### config.mk
export PLATFORM = sky130hd
export DESIGN_NAME = arith_seq
export DESIGN_NICKNAME = d
export VERILOG_FILES = /design/src/rtl/arith_seq.sv
export SDC_FILE = /design/constraint.sdc
export NUM_CORES = 1
export LEC_CHECK = 0
export BUFFER_PORTS_ARGS = -buffer_cell sky130_fd_sc_hd__buf_2
export CORE_UTILIZATION = 60
export CTS_BUF_LIST = sky130_fd_sc_hd__clkbuf_8
export DETAILED_ROUTE_END_ITERATION = 6
export PLACE_DENSITY = 0.79
export SYNTH_ARGS = -nofsm -noshare
export SYNTH_HDL_FRONTEND = slang
export SYNTH_SLANG_ARGS = --single-unit
### constraint.sdc
create_clock -name clk -period 10.5 [get_ports clk]
set_clock_uncertainty 0.15 [all_clocks]
set_input_delay 0.525 -clock clk [delete_from_list [all_inputs] [get_ports clk]]
set_output_delay 0.525 -clock clk [all_outputs]
set_load 0.01 [all_outputs]
### src/rtl/arith_seq.sv
// arith_seq -- sequential slice-by-slice adder pair.
//
// Two XLEN-bit adders (main and branch target) are evaluated CHUNK bits per
// clock, least significant slice first, with the carry held in a register
// between slices. A result is presented N = XLEN/CHUNK cycles after the
// operation is accepted and is held until the consumer takes it.
//
// Optional feature: define ARITH_SEQ_OVF_EN to add the arith_ovf port
// (signed overflow of the main adder). Without it the port is absent.
//
// Ports:
//   clk           clock
//   rst           synchronous active-high reset
//   flush         abort the current operation (returns to IDLE)
//   in_valid      operation offered
//   in_ready      block can accept an operation (IDLE only)
//   op            operation code: ADD/SUB/BR/JALR/INC, 101-111 act as ADD
//   c16           current instruction is 16-bit (link increment 2 vs 4)
//   src1, src2    operands
//   now_pc        PC of the instruction
//   out_valid     results available
//   out_ready     consumer accepts results
//   arith_result  main adder result
//   branch_result target adder result
//   arith_ovf     signed overflow of main adder (ARITH_SEQ_OVF_EN only)
module arith_seq #(
  parameter int XLEN  = 32,
  parameter int CHUNK = 8
) (
  input  logic            clk,
  input  logic            rst,
  input  logic            flush,
  input  logic            in_valid,
  output logic            in_ready,
  input  logic [2:0]      op,
  input  logic            c16,
  input  logic [XLEN-1:0] src1,
  input  logic [XLEN-1:0] src2,
  input  logic [XLEN-1:0] now_pc,
  output logic            out_valid,
  input  logic            out_ready,
  output logic [XLEN-1:0] arith_result,
  output logic [XLEN-1:0] branch_result
`ifdef ARITH_SEQ_OVF_EN
  ,
  output logic            arith_ovf
`endif
);

  localparam int N     = XLEN / CHUNK;
  localparam int CNT_W = (N > 1) ? $clog2(N) : 1;

  localparam logic [1:0] IDLE = 2'd0;
  localparam logic [1:0] COMP = 2'd1;
  localparam logic [1:0] DONE = 2'd2;

  localparam logic [2:0] OP_ADD  = 3'b000;
  localparam logic [2:0] OP_SUB  = 3'b001;
  localparam logic [2:0] OP_BR   = 3'b010;
  localparam logic [2:0] OP_JALR = 3'b011;
  localparam logic [2:0] OP_INC  = 3'b100;

`ifdef ARITH_SEQ_OVF_EN
  // Signed overflow: same-sign operands producing a differently-signed sum.
  function automatic logic ovf_calc(input logic a_msb, input logic b_msb,
                                    input logic s_msb);
    return (a_msb == b_msb) && (s_msb != a_msb);
  endfunction
`endif

  logic [1:0]       state_r;
  logic [CNT_W-1:0] cnt_r;
  logic [2:0]       op_r;
  logic             c16_r;
  logic [XLEN-1:0]  a1_r, b1_r, a2_r, b2_r;
  logic [XLEN-1:0]  sum1_r, sum2_r;
  logic             carry1_r, carry2_r;

  logic [XLEN-1:0]  nx_a1_s, nx_b1_s, nx_a2_s, nx_b2_s;
  logic             nx_cin_s;
  logic [XLEN-1:0]  b1_eff_s;
  logic [31:0]      base_s;
  logic [CHUNK:0]   slice1_s, slice2_s;
  logic [XLEN-1:0]  full1_s, full2_s;
  logic             last_s;

  // Operand selection for an offered operation (latched on acceptance).
  // For BR/JALR the main adder's second operand is the link increment,
  // which is rebuilt from the latched op/c16 below, so b1 is stored as 0.
  always_comb begin
    nx_a1_s  = src1;
    nx_b1_s  = src2;
    nx_a2_s  = {XLEN{1'b0}};
    nx_b2_s  = {XLEN{1'b0}};
    nx_cin_s = 1'b0;
    case (op)
      OP_ADD: begin
        nx_b1_s = src2;
      end
      OP_SUB: begin
        nx_b1_s  = ~src2;
        nx_cin_s = 1'b1;
      end
      OP_BR: begin
        nx_b1_s = {XLEN{1'b0}};
        nx_a2_s = src1;
        nx_b2_s = src2;
      end
      OP_JALR: begin
        nx_a1_s = now_pc;
        nx_b1_s = {XLEN{1'b0}};
        nx_a2_s = src1;
        nx_b2_s = src2;
      end
      OP_INC: begin
        nx_b1_s = XLEN'(32'd1);
        nx_a2_s = src2;
        nx_b2_s = XLEN'(32'd1);
      end
      default: begin
        nx_b1_s = src2;
      end
    endcase
  end

  // Effective second operand of the main adder.
  always_comb begin
    b1_eff_s = b1_r;
    case (op_r)
      OP_BR, OP_JALR: b1_eff_s = c16_r ? XLEN'(32'd2) : XLEN'(32'd4);
      default:        b1_eff_s = b1_r;
    endcase
  end

  // Current slice of both adders, and the completed sums with that slice
  // merged in (used only when the last slice is being processed).
  always_comb begin
    base_s   = 32'(cnt_r) * 32'(CHUNK);
    slice1_s = {1'b0, a1_r[base_s +: CHUNK]} + {1'b0, b1_eff_s[base_s +: CHUNK]}
             + {{CHUNK{1'b0}}, carry1_r};
    slice2_s = {1'b0, a2_r[base_s +: CHUNK]} + {1'b0, b2_r[base_s +: CHUNK]}
             + {{CHUNK{1'b0}}, carry2_r};
    full1_s  = sum1_r;
    full2_s  = sum2_r;
    full1_s[base_s +: CHUNK] = slice1_s[CHUNK-1:0];
    full2_s[base_s +: CHUNK] = slice2_s[CHUNK-1:0];
    if (cnt_r == CNT_W'(N - 1)) begin
      last_s = 1'b1;
    end else begin
      last_s = 1'b0;
    end
  end

  // Control FSM, slice datapath and registered outputs.
  always_ff @(posedge clk) begin
    if (rst) begin
      state_r       <= IDLE;
      in_ready      <= 1'b1;
      out_valid     <= 1'b0;
      cnt_r         <= {CNT_W{1'b0}};
      op_r          <= 3'b000;
      c16_r         <= 1'b0;
      a1_r          <= {XLEN{1'b0}};
      b1_r          <= {XLEN{1'b0}};
      a2_r          <= {XLEN{1'b0}};
      b2_r          <= {XLEN{1'b0}};
      sum1_r        <= {XLEN{1'b0}};
      sum2_r        <= {XLEN{1'b0}};
      carry1_r      <= 1'b0;
      carry2_r      <= 1'b0;
      arith_result  <= {XLEN{1'b0}};
      branch_result <= {XLEN{1'b0}};
`ifdef ARITH_SEQ_OVF_EN
      arith_ovf     <= 1'b0;
`endif
    end else if (flush) begin
      // Abort: results keep whatever was last delivered.
      state_r   <= IDLE;
      in_ready  <= 1'b1;
      out_valid <= 1'b0;
    end else begin
      case (state_r)
        IDLE: begin
          if (in_valid) begin
            a1_r     <= nx_a1_s;
            b1_r     <= nx_b1_s;
            a2_r     <= nx_a2_s;
            b2_r     <= nx_b2_s;
            carry1_r <= nx_cin_s;
            carry2_r <= 1'b0;
            op_r     <= op;
            c16_r    <= c16;
            cnt_r    <= {CNT_W{1'b0}};
            state_r  <= COMP;
            in_ready <= 1'b0;
          end
        end
        COMP: begin
          sum1_r[base_s +: CHUNK] <= slice1_s[CHUNK-1:0];
          sum2_r[base_s +: CHUNK] <= slice2_s[CHUNK-1:0];
          carry1_r <= slice1_s[CHUNK];
          carry2_r <= slice2_s[CHUNK];
          if (last_s) begin
            // Carry out of the MSB slice is dropped: results wrap.
            state_r      <= DONE;
            out_valid    <= 1'b1;
            arith_result <= full1_s;
            if (op_r == OP_JALR) begin
              branch_result <= {full2_s[XLEN-1:1], 1'b0};
            end else begin
              branch_result <= full2_s;
            end
`ifdef ARITH_SEQ_OVF_EN
            arith_ovf <= ovf_calc(a1_r[XLEN-1], b1_eff_s[XLEN-1], full1_s[XLEN-1]);
`endif
          end else begin
            cnt_r <= cnt_r + CNT_W'(1);
          end
        end
        DONE: begin
          if (out_ready) begin
            state_r   <= IDLE;
            in_ready  <= 1'b1;
            out_valid <= 1'b0;
          end
        end
        default: begin
          state_r   <= IDLE;
          in_ready  <= 1'b1;
          out_valid <= 1'b0;
        end
      endcase
    end
  end

endmodule

-- After elaboration in Yosys (flattened, before gate mapping)
Cells that the tools add are included.
- bits in registers: 268
- input bits: 105
- output and inout port bits: 66
- logic and storage cells: 86
- add/subtract/negate cells: 6
- equal/unequal tests: 13
- shift-type cells: 7
- mux-type cells: 27
- bitwise operators: 4
- reduce and logical (&&, ||, !) cells: 13
- operator list (operator ; count):
    one-hot mux 32 bit (2 select lines) ; 2
    indexed part select 32 x 6 -> 8 bit ; 4
    one-hot mux 32 bit (3 select lines) ; 1
    indexed part select 8 x 34 -> 32 bit ; 2
    bitwise mux 32 bit ; 2
    two-way mux 32 bit ; 2
    negator 5 -> 34 bit ; 1
    variable shift 8 x 34 -> 32 bit, first input constant ; 1
    inverter 32 bit ; 1
    adder 8 x 8 -> 9 bit ; 2
    adder 9 x 1 -> 9 bit ; 2
    AND reduction 3 bit ; 6
    equality test 3 x 2 -> 1 bit, second input constant ; 4
    two-way mux 2 bit ; 5
    two-way mux 1 bit ; 8
    inequality test 2 bit, second input constant ; 4
    one-hot mux 1 bit (3 select lines) ; 2
    one-hot mux 2 bit (3 select lines) ; 1
    OR reduction 2 bit ; 3
    equality test 2 bit, second input constant ; 2
    one-hot mux 1 bit (2 select lines) ; 2
    one-hot mux 2 bit (2 select lines) ; 1
    AND reduction 4 bit ; 1
    equality test 3 x 1 -> 1 bit, second input constant ; 1
    other kinds (8) ; 10

-- Longest topological paths before layout
- depth in word-level cells: 8
- gate-level depth with buffers: 12
- depth with buffers taken out: 11

-- Worst setup path after synthesis
No wires, ideal clock.
- path kind: reg2reg
- start point: register cnt_r[0]
- end point: register branch_result[14]
- data arrival time: 3.079 ns
- required time: 10.274 ns
- setup slack: 7.195 ns
- stages on the path, launching flop included: 13
- cells stage by stage: dfxtp_1 -> buf_4 -> buf_2 -> mux4_2 -> fa_1 -> inv_1 -> fa_1 -> nor2b_1 -> o21a_1 -> o21ai_0 -> a21oi_1 -> a211o_1 -> o22ai_1
- word-level cells in the longest chain between the ends: 5
- elaborated cells on any way between the ends: 11
- RTL lines (element ; RTL line ; text):
    from (decl) ; 72 ; logic [CNT_W-1:0] cnt_r;
    from (signal assigned) ; 160 ; cnt_r <= {CNT_W{1'b0}};
    from (signal assigned) ; 193 ; cnt_r <= {CNT_W{1'b0}};
    from (signal assigned) ; 217 ; cnt_r <= cnt_r + CNT_W'(1);
    indexed part select 32 x 6 -> 8 bit ; 141 ; slice2_s = {1'b0, a2_r[base_s +: CHUNK]} + {1'b0, b2_r[base_s +: CHUNK]}
    adder 8 x 8 -> 9 bit ; 141 ;
    adder 9 x 1 -> 9 bit ; 142 ; + {{CHUNK{1'b0}}, carry2_r};
    indexed part select 8 x 34 -> 32 bit ; 146 ; full2_s[base_s +: CHUNK] = slice2_s[CHUNK-1:0];
    bitwise mux 32 bit ; 146 ;
    to (signal assigned) ; 172 ; branch_result <= {XLEN{1'b0}};
    to (signal assigned) ; 209 ; branch_result <= {full2_s[XLEN-1:1], 1'b0};
    to (signal assigned) ; 211 ; branch_result <= full2_s;
    to (decl) ; 43 ; output logic [XLEN-1:0] branch_result
Parallel ways exist; a longest one is shown, timed or not.
A chain may end at the register's enable or synchronous reset.

-- Worst setup path in the final report
- start point: register cnt_r[0]
- end point: register sum2_r[14]
- word-level cells in the longest chain between the ends: 5
- elaborated cells on any way between the ends: 8
- RTL lines (element ; RTL line ; text):
    indexed part select 32 x 6 -> 8 bit ; 141 ;
    adder 8 x 8 -> 9 bit ; 141 ;
    adder 9 x 1 -> 9 bit ; 142 ;
    indexed part select 8 x 34 -> 32 bit ; 200 ; sum2_r[base_s +: CHUNK] <= slice2_s[CHUNK-1:0];
    bitwise mux 32 bit (*) ; 200 ;
    to (signal assigned) ; 168 ; sum2_r <= {XLEN{1'b0}};
    to (signal, indexed assignment) ; 200 ;
    to (decl) ; 76 ; logic [XLEN-1:0] sum1_r, sum2_r;
Mark *: on every way between the ends. The rest lies on a longest branch, timed or not.

==> out/results.tsv <==
stage	metric	value	unit
run_status	run_status	complete, no violations	
timing	period_share	36.55	%
global_routing	grt-ovfl-total	0	
logic_synthesis	synth_nets	1529	
clocking	post_cts_buffers	0	
global_routing	grtUsageTotal	33.77	%
job	drv_cap	0	
clocking	cts_hold_buf	0	
placed_design	hpwl	22990	um
worst_setup_path	criticalPathCategory	reg -> reg	
pwr	peakVddDrop	106.0	uV
route	drc	0	
route	drtAntennaViolNets	0	
route	routed_via_density	6.283	
die	initial_utilization	61.80	%
logic_synthesis	syn_avg_cell_area	8.676	um^2
logic_synthesis	ys_types	53	
die	die_y	144.3	um
min_path	hp-class	in -> reg	
clocking	cts_buffer_depth	3	
timing	tns	0	ns
finish	final_cell_mix	266 x dfxtp_1, 236 x nor2_1, 169 x buf_2, 105 x nor3_1, 104 x nand2_1	
clocking	clock_sinks	268	
timing	worstMarginPinSlew	1.117	ns
clocking	root_buffer	clkbuf_8	
worst_setup_path	critical-path-slowest-cell	mux4_2	
worst_setup_path	crit_chain	buf_4, mux4_2, fa_1, inv_1, fa_1, nor2b_1, o21a_1, o21ai_0, a21oi_1, a211o_1, o21ai_0	
clocking	cts_resized	0	
route	wl_per_cell	19.39	um
timing	setup_viol	0	
logic_synthesis	synthArstFlopShare	0	%
worst_setup_path	cp.required	10.82	ns
finish	layout-drive-gt1-share	19.48	%
clocking	htree_levels	2	
die	rows	51	
route	drt-pass1-iter-count	5	
logic_synthesis	yosysWarnings	0	
timing	drv_slew	0	
placed_design	place.gp.congestion	0.8255	
worst_setup_path	critPathLaunchType	flop	
clocking	clk_pin_slew	0.07	ns
global_routing	grt_pass1_wl	54570	um
pwr	leakagePower	5.287	nW
clocking	insertion_delay	0.56	ns
finish	final_nets	1632	
worst_setup_path	worstPathMaxFanout	32	
timing	fin_ws	6.662	ns
logic_synthesis	netlist_area	0.01215	mm^2
route	drt-initial-drc-count	1185	
logic_synthesis	yosysSeqAreaShare	44.17	%
placed_design	placed_area	0.01296	mm^2
die	io_pins	171	
logic_synthesis	synth-main-ff-cell	dfxtp_1	
global_routing	grt_pass1_vias	10291	
global_routing	grt_max_degree	108	
logic_synthesis	synth_cells	1400	
worst_setup_path	crit_path_max_incr_delay	0.60	ns
logic_synthesis	ys_ff_latch	268	
pwr	p_per_area	157.6	mW/mm^2
finish	mostFrequentLayoutCell	dfxtp_1	
die	core_area	0.01965	mm^2
worst_setup_path	critPathBufInv	2	
route	drt_wl_total	34930	um
clocking	cts_buffers	43	
route	vias	11315	
worst_setup_path	worstPathArrival	4.15	ns
timing	clock.fmax	260.5	MHz
worst_setup_path	crit_path_end_kind	flop	
timing	layout_min_cycle_time	3.838	ns
clocking	cts_tree	built	
placed_design	dp_slack	6.665	ns
pwr	totalPowerFinal	2.172	mW
timing	hold_viol	0	
die	dieArea	0.02082	mm^2
die	die_w	144.3	um
logic_synthesis	synth-edff-count	0	
global_routing	antenna_found_initial	0	
finish	area_growth	13.47	%
finish	stdcell_area	0.01378	mm^2
timing	grt_setup_unrepaired	false	
worst_setup_path	worst-r2r-setup-slack	6.66	ns
placed_design	io_buffers	170	
finish	nFillCells	1642	
finish	utilization	70.13	%
worst_setup_path	crit_family	compound AO/OA/AOI/OAI gates	
timing	max_slew_margin	24.92	%
## power breakdown
group	switching (mW)	internal, mW
Clock	0.405	0.448
Sequential	0.0202	1.05
Combinational	0.160	0.0849
## cells in the mapped netlist, types with 3 or more instances
library cell / instances / area, um^2
a211oi_1: 90 / 675.7
a21oi_1: 69 / 345.3
a221oi_1: 59 / 516.8
a22oi_1: 5 / 37.54
a311oi_1: 32 / 280.3
a31oi_1: 7 / 43.79
and2_1: 7 / 43.79
and3_1: 12 / 75.07
buf_1: 13 / 48.80
buf_2: 32 / 160.2
clkbuf_1: 78 / 292.8
dfxtp_1: 268 / 5365
fa_1: 4 / 80.08
ha_1: 20 / 250.2
inv_1: 25 / 93.84
mux4_2: 31 / 698.2
nand2_1: 104 / 390.4
nand2b_1: 4 / 25.02
nand3_1: 66 / 330.3
nand3b_1: 9 / 67.56
nor2_1: 236 / 885.9
nor2b_1: 4 / 25.02
nor3_1: 106 / 530.5
nor3b_1: 8 / 60.06
o211ai_1: 3 / 22.52
o21a_1: 3 / 22.52
o21ai_0: 39 / 195.2
o21ai_1: 4 / 20.02
o21bai_1: 4 / 30.03
o221a_2: 9 / 101.4
o22ai_1: 13 / 81.33
xnor2_1: 7 / 61.31
xor2_1: 3 / 26.28
## flip-flops by register name, summed over array words and instances (netlist names)
name	flops
a1_r	32
a2_r	32
arith_result	32
b1_r	32
b2_r	32
branch_result	32
sum1_r	32
sum2_r	32
op_r	3
cnt_r	2
state_r	2
c16_r	1
carry1_r	1
carry2_r	1
in_ready	1
out_valid	1
## layout make-up
class	count	area, um^2	area share (%)
Tap cell	265	331.6	2.406
Timing Repair Buffer	183	954.7	6.926
Sequential cell	268	5368	38.94
Clock buffer	52	715.7	5.192
Antenna cell	1	2.502	0.01816
Inverter	27	101.3	0.7353
Multi-Input combinational cell	980	6201	44.99
Clock inverter	25	108.9	0.7898
## through the flow
| stage | cells | hold WS [ns] |
|---|---|---|
| 6_report | 1801 | 0.09555 |
| 5_1_grt | 1800 | 0.1093 |
| 4_1_cts | 1800 | 0.09191 |
| 3_5_place_dp | 1723 | 0.2860 |
| 3_3_place_gp | 1723 | 0.2744 |
| 2_1_floorplan | 1400 | 0.2668 |
## worst register-to-register path, cell delays in order, from the launching register on
cell and delay [ns]:
dfxtp_2 0.43, buf_4 0.56, mux4_2 0.62, fa_1 0.45, inv_1 0.10, fa_1 0.20, nor2b_1 0.06, o21a_1 0.17
o21ai_0 0.28, a21oi_1 0.14, a211o_1 0.38, o21ai_0 0.21
## layer usage
metal | vias up | GRT usage [%] | routed length (um)
met5 | - | 0 | 0
li1 | 5336 | - | -
met1 | 5281 | 44.13 | 13830
met4 | 0 | 16.23 | 1474
met3 | 88 | 6.060 | 3343
met2 | 610 | 53.97 | 16280
## cell families after synthesis
group / after synthesis / synth area share, %
buffers and inverters: 152 / 5.120
adders and majority gates: 24 / 2.719
AOI/OAI and AO/OA: 346 / 20.26
muxes: 32 / 5.830
and+or+nand+nor: 568 / 21.18
DFF: 268 / 44.17
xor gates and xnor gates: 10 / 0.7211
## worst paths after layout
| check | start | endpoint | cells after the start |
|---|---|---|---|
| min | now_pc[7] | a1_r[7]$_SDFFE_PP0P_ | 3 |
| max | cnt_r[0]$_SDFFE_PP0P_ | sum2_r[14]$_SDFFE_PP0P_ | 11 |
| min reg2reg | sum2_r[15]$_SDFFE_PP0P_ | sum2_r[15]$_SDFFE_PP0P_ | 2 |
| max reg2reg | cnt_r[0]$_SDFFE_PP0P_ | sum2_r[14]$_SDFFE_PP0P_ | 11 |
No activity file was read; power rests on OpenSTA's default activity.
